===== config.mk =====
export PLATFORM = sky130hd
export DESIGN_NAME = dsp_mac_acc
export DESIGN_NICKNAME = d
export VERILOG_FILES = /design/src/rtl/dsp_mac_acc.sv
export SDC_FILE = /design/constraint.sdc
export NUM_CORES = 1
export LEC_CHECK = 0
export ABC_AREA = 1
export CAP_MARGIN = 10
export CORE_ASPECT_RATIO = 1.5
export CORE_MARGIN = 5
export CORE_UTILIZATION = 65
export CTS_CLUSTER_DIAMETER = 120
export DETAILED_ROUTE_END_ITERATION = 16
export GPL_TIMING_DRIVEN = 0
export PLACE_DENSITY = 0.86
export SYNTH_ARGS = -nofsm -noshare
export SYNTH_HDL_FRONTEND = slang
export SYNTH_SLANG_ARGS = --single-unit

===== constraint.sdc =====
create_clock -name CLK -period 12.64 [get_ports CLK]
set_input_delay 2.528 -clock CLK [delete_from_list [all_inputs] [get_ports CLK]]
set_output_delay 2.528 -clock CLK [all_outputs]
set_load 0.03 [all_outputs]

===== src/rtl/dsp_mac_acc.sv =====
// Sequenced multiply-accumulate engine: takes LEN operand pairs per job, multiplies them,
// adds or subtracts each product into a wide accumulator, then presents the result.
module dsp_mac_acc #(
  parameter int unsigned WIDTH       = 16,
  parameter int unsigned ACC_WIDTH   = 40,
  parameter int unsigned LEN_WIDTH   = 8,
  parameter int unsigned PIPE_STAGES = 2,
  parameter bit          A_SIGNED    = 1'b0,
  parameter bit          B_SIGNED    = 1'b0,
  parameter bit          SATURATE    = 1'b0
) (
  input  logic                 CLK,
  input  logic                 RST,
  input  logic                 CE,
  input  logic                 START,
  input  logic [LEN_WIDTH-1:0] LEN,
  input  logic                 SUB,
  input  logic                 IN_VALID,
  output logic                 IN_READY,
  input  logic [WIDTH-1:0]     A,
  input  logic [WIDTH-1:0]     B,
  output logic                 OUT_VALID,
  input  logic                 OUT_READY,
  output logic [ACC_WIDTH-1:0] O,
  output logic                 OVF,
  output logic                 BUSY
);

  localparam int unsigned ProdW      = 2 * WIDTH;
  localparam int unsigned SumW       = ACC_WIDTH + 2;
  localparam int unsigned Last       = PIPE_STAGES - 1;
  localparam bit          SignedMode = A_SIGNED || B_SIGNED;

  typedef enum logic [1:0] {StIdle, StRun, StDrain, StDone} state_e;

  state_e                 state_q;
  logic [LEN_WIDTH-1:0]   len_q;
  logic [LEN_WIDTH-1:0]   acpt_cnt_q;
  logic [LEN_WIDTH-1:0]   upd_cnt_q;
  logic [ACC_WIDTH-1:0]   acc_q;
  logic                   ovf_q;

  logic [ACC_WIDTH-1:0]   pipe_q [PIPE_STAGES];
  logic [PIPE_STAGES-1:0] pipe_sub_q;
  logic [PIPE_STAGES-1:0] pipe_vld_q;

  logic                   a_sx, b_sx;
  logic [ProdW-1:0]       a_w, b_w, prod;
  logic [ACC_WIDTH-1:0]   prod_ext;
  logic [SumW-1:0]        acc_x, term_x, sum;
  logic [ACC_WIDTH-1:0]   clamp, acc_nxt;
  logic                   ov;
  logic                   accept;
  logic                   upd;

  // Operands are extended to 2*WIDTH first; the low 2*WIDTH bits of the product are then
  // exact for every signedness combination.
  assign a_sx = A_SIGNED & A[WIDTH-1];
  assign b_sx = B_SIGNED & B[WIDTH-1];
  assign a_w  = {{WIDTH{a_sx}}, A};
  assign b_w  = {{WIDTH{b_sx}}, B};
  assign prod = a_w * b_w;

  // Widen the product to accumulator width according to the operand signedness.
  always_comb begin
    if (SignedMode) prod_ext = ACC_WIDTH'($signed(prod));
    else            prod_ext = ACC_WIDTH'(prod);
  end

  // Add/subtract the product leaving the pipeline, detect overflow and pick wrap or clamp.
  always_comb begin
    if (SignedMode) begin
      acc_x  = SumW'($signed(acc_q));
      term_x = SumW'($signed(pipe_q[Last]));
    end else begin
      acc_x  = SumW'(acc_q);
      term_x = SumW'(pipe_q[Last]);
    end
    sum = pipe_sub_q[Last] ? (acc_x - term_x) : (acc_x + term_x);
    if (SignedMode) begin
      // Exact result fits in ACC_WIDTH+1 signed bits; overflow when the top two disagree.
      ov    = sum[ACC_WIDTH] ^ sum[ACC_WIDTH-1];
      clamp = sum[SumW-1] ? {1'b1, {(ACC_WIDTH-1){1'b0}}} : {1'b0, {(ACC_WIDTH-1){1'b1}}};
    end else begin
      // Bit SumW-1 flags a borrow below zero, bit ACC_WIDTH a carry past the maximum.
      ov    = |sum[SumW-1:ACC_WIDTH];
      clamp = sum[SumW-1] ? '0 : '1;
    end
    acc_nxt = (SATURATE && ov) ? clamp : sum[ACC_WIDTH-1:0];
  end

  // Handshakes are gated by CE so a stalled cycle never shows a transfer.
  assign IN_READY  = CE && (state_q == StRun) && (acpt_cnt_q < len_q);
  assign OUT_VALID = CE && (state_q == StDone);
  assign BUSY      = (state_q != StIdle);
  assign O         = acc_q;
  assign OVF       = ovf_q;
  assign accept    = IN_READY && IN_VALID;
  assign upd       = pipe_vld_q[Last];

  // Product/SUB delay line; valid bits mark which stages hold accepted terms.
  always_ff @(posedge CLK) begin
    if (RST) begin
      pipe_vld_q <= '0;
      pipe_sub_q <= '0;
      for (int unsigned i = 0; i < PIPE_STAGES; i++) pipe_q[i] <= '0;
    end else if (CE) begin
      pipe_vld_q[0] <= accept;
      pipe_sub_q[0] <= SUB;
      pipe_q[0]     <= prod_ext;
      for (int unsigned i = 1; i < PIPE_STAGES; i++) begin
        pipe_vld_q[i] <= pipe_vld_q[i-1];
        pipe_sub_q[i] <= pipe_sub_q[i-1];
        pipe_q[i]     <= pipe_q[i-1];
      end
    end
  end

  // Job sequencing, term counters, accumulator and sticky overflow.
  always_ff @(posedge CLK) begin
    if (RST) begin
      state_q    <= StIdle;
      len_q      <= '0;
      acpt_cnt_q <= '0;
      upd_cnt_q  <= '0;
      acc_q      <= '0;
      ovf_q      <= 1'b0;
    end else if (CE) begin
      if (upd) begin
        acc_q     <= acc_nxt;
        ovf_q     <= ovf_q | ov;
        upd_cnt_q <= upd_cnt_q + LEN_WIDTH'(1);
      end
      unique case (state_q)
        StIdle: begin
          if (START) begin
            len_q      <= LEN;
            acpt_cnt_q <= '0;
            upd_cnt_q  <= '0;
            acc_q      <= '0;
            ovf_q      <= 1'b0;
            state_q    <= (LEN == '0) ? StDone : StRun;
          end
        end
        StRun: begin
          if (accept) begin
            acpt_cnt_q <= acpt_cnt_q + LEN_WIDTH'(1);
            if (acpt_cnt_q + LEN_WIDTH'(1) == len_q) state_q <= StDrain;
          end
        end
        StDrain: begin
          // The final term lands in the accumulator on this same edge.
          if (upd && (upd_cnt_q + LEN_WIDTH'(1) == len_q)) state_q <= StDone;
        end
        StDone: begin
          if (OUT_READY) state_q <= StIdle;
        end
        default: state_q <= StIdle;
      endcase
    end
  end

endmodule


==> summary.txt <==
Synth
  • Synth area leader: fa_1
  • #FFs+latches synth: 135
  • Most used DFF post-synth: dfxtp_1
  • Cell Area, Synth: 0.0204 sq mm
  • Top cell type's share of synthesized area: 19.3%
  • Cell variety after synth: 48
  • Register area share after synthesis: 16.4%
  • Mean Syn Cell Area: 6.61 sq um
  • Syn_nets: 3,504
  • Top-count cell post-synth: nand2_1
  • Synth top area cells: fa_1 19%, nand2_1 17%, inv_1 13%, ha_1 11%, edfxtp_1 9.4%
  • Yosys warnings: 0
  • Post-synth EDFFs: 64
  • Most frequent cells after synthesis: 906 x nand2_1, 685 x inv_1, 277 x nor2_1
  • Syn Inst Count: 3,079
  • Post-synthesis async set-or-reset flop share: 0%

Worst setup path
  • CP startpoint kind: input pin
  • CP endpoint kind: register
  • Worst Path Required: 12,840 ps
  • Critical-path cell with the highest stage delay: nor3_1
  • Crit path DAT: 9070 ps
  • Worst path max stage delay: 630 ps
  • Cell Chain, Critical Path: clkbuf_1 -> clkbuf_1 -> nand2_1 -> fa_1 -> fa_1 -> fa_1 -> inv_1 -> fa_1 -> fa_1 -> inv_1 -> fa_1 -> inv_1 -> ha_1 -> nand2_1 -> inv_1 -> nand3_1 -> nor3_1 -> nand4_1 -> nand3_1 -> a21o_1 -> nand2_1 -> nand2_1 -> nor2_1
  • Crit path kind: in -> reg
  • Worst Path Max Fanout: 10
  • Cell mode on critical path: fa_1

GRT
  • Vias in the first global route: 21,500
  • Largest net degree at the start of global routing: 74
  • First-pass GRT wire length: 110,000 microns
  • GRT Util Overall: 40.9%
  • Antenna violations before repair: 1
  • Grt total ovfl: 0

STA
  • Period utilization: 70.2%
  • Fin. Hold Viols: 0
  • Layout Skew: 15.7 ps
  • RSZ-0062 raised after global routing: false
  • Min cycle time layout: 8880 ps
  • Worst Max-Slew Pin Slew: 1130 ps
  • Rel. slew slack: 24.7%
  • Setup violations, final: 0
  • Final setup TNS: 0 ps
  • Max-slew violations: 0
  • Achievable clock frequency: 113 MHz

Drt
  • Routed len/inst: 20.0 microns
  • Drt pass-1 iters: 6
  • DR top layer: met5
  • Final ANT Viol Nets: 0
  • DR iter-0 viols: 1,715
  • WL met3: 4500 microns
  • WL met1: 22,600 microns
  • Routed WL: 71,300 microns
  • Drt drc: 0
  • Via count: 20,500
  • Vias/cell: 5.74
  • Metal2 WL: 36,300 microns

Floorplanning
  • Core Box Area: 0.0310 sq mm
  • Die Ht: 227 microns
  • Area of the die: 0.0350 sq mm
  • Ports: 91
  • # rows: 79
  • Initial Utilization: 65.6%
  • Die width: 155 microns

Placement
  • Detailed Place HPWL: 59,000 microns
  • Port buffer count: 58
  • Placed insts: 3,542
  • Post-DP Area: 0.0215 sq mm
  • GP Congestion: 1.04

Clock tree
  • Clock-pin slew on the worst setup and hold paths: 60 ps
  • Hold-fix buffer count after cts: 0
  • CTS max path bufs: 2
  • CTS root buf: clkbuf_16
  • Post-CTS sizing: 0
  • CTS H-tree lvls: 4
  • Sink Count: 135
  • Clk_lat worst skew: 450 ps
  • CTS tree: built
  • Setup bufs post-CTS: 0
  • Num CTS Buffers: 17

Power and ir drop
  • P per Cell Area: 198 mW/mm^2
  • Leak pwr: 12.0 nW
  • Worst IR Drop VDD: 223 uV

Job
  • MaxCap Viol Count: 0

Finish
  • Finished Layout Cells: 3,574
  • Nets: 3,581
  • Layout cells sized above 1: 3.16%
  • Diode count: 0
  • Final Cell Area: 0.0220 sq mm
  • Layout area overhead: 8.11%

Status
  • Status: finished, final reports clean

Worst hold path
  • Hold Path Class: reg -> reg
-- layer usage --
layer  global-route usage, %  vias to the layer above
met4                    37.9                        2
li1                        -                     9495
met1                    39.0                     9428
met3                    5.56                      439
met5                       0                        -
met2                    74.7                     1155
-- layout by cell type, fill, tap and decap left out, drive strengths merged, types with 25 or more instances in the layout --
master | Yosys | routed
buf | 30 | 30
nand3 | 141 | 141
clkdlybuf4s50 | 0 | 58
fa | 196 | 196
nand4 | 25 | 25
o21ai | 133 | 133
ha | 182 | 182
edfxtp | 64 | 64
dfxtp | 71 | 71
a21oi | 141 | 141
nand2 | 908 | 908
clkbuf | 86 | 107
nor2 | 295 | 295
inv | 690 | 692
-- kinds of logic (layout without fill, tap and decap cells) --
logic type,Yosys count,in the layout,share of synthesized area (%)
buffers and inverters,806,896,15.4
flip-flops,135,135,16.4
XOR/XNOR,11,11,0.473
adder cells (fa/ha/maj),378,378,30.5
AO/OA/AOI/OAI,336,336,8.98
AND/OR/NAND/NOR,1413,1413,28.3
-- final timing paths --
check / startpoint / endpoint / slack (ps) / cells after the start
max: A[9] / pipe_q[0][24]$_SDFFCE_PN0P_ / 3760 / 23
min: OVF$_SDFFE_PP0P_ / OVF$_SDFFE_PP0P_ / 460 / 2
max reg2reg: O[0]$_SDFFE_PP0P_ / O[10]$_SDFFE_PP0P_ / 9740 / 14
min reg2reg: OVF$_SDFFE_PP0P_ / OVF$_SDFFE_PP0P_ / 460 / 2
-- stage by stage --
stage / total power [mW] / hold WS (ps) / utilization, % / setup slack, ps
finish: 4.35 / 460 / 70.9 / 3760
global route: 4.73 / 504 / 70.9 / 3710
CTS: 4.25 / 458 / 70.9 / 4050
detailed placement: 3.75 / 448 / 69.1 / 3580
global placement: 3.59 / 449 / 69.1 / 3730
floorplan: 2.86 / 444 / - / 4930
-- critical path, delay by kind of cell --
kind	cells	cell delay (ps)
fa+ha+maj	7	3410
simple gates	9	1650
buf+inv	6	1310
compound gates	1	180
-- state kept, by name (all words and copies together) (netlist names) --
signal	flops
len_q	8
pipe_sub_q	2
state_q	2
OVF	1
O	40
pipe_q	64
pipe_vld_q	2
upd_cnt_q	8
acpt_cnt_q	8
-- layout make-up --
class / instances / area [sq um]
Multi-Input combinational cell: 2138 / 13900
Fill cell: 2630 / 9030
Sequential cell: 135 / 3340
Inverter: 690 / 2590
Timing Repair Buffer: 58 / 581
Buffer: 116 / 541
Tap cell: 405 / 507
Clock buffer: 21 / 460
Clock inverter: 11 / 98.8
-- power breakdown --
group / internal [mW] / leakage (nW) / switching, mW / total [mW]
clock: 0.281 / 0.270 / 0.213 / 0.494
combinational: 1.09 / 10.4 / 2.18 / 3.27
sequential: 0.553 / 1.28 / 0.0348 / 0.588
total: 1.92 / 12.0 / 2.42 / 4.35
(Power assumes the default switching activity.)
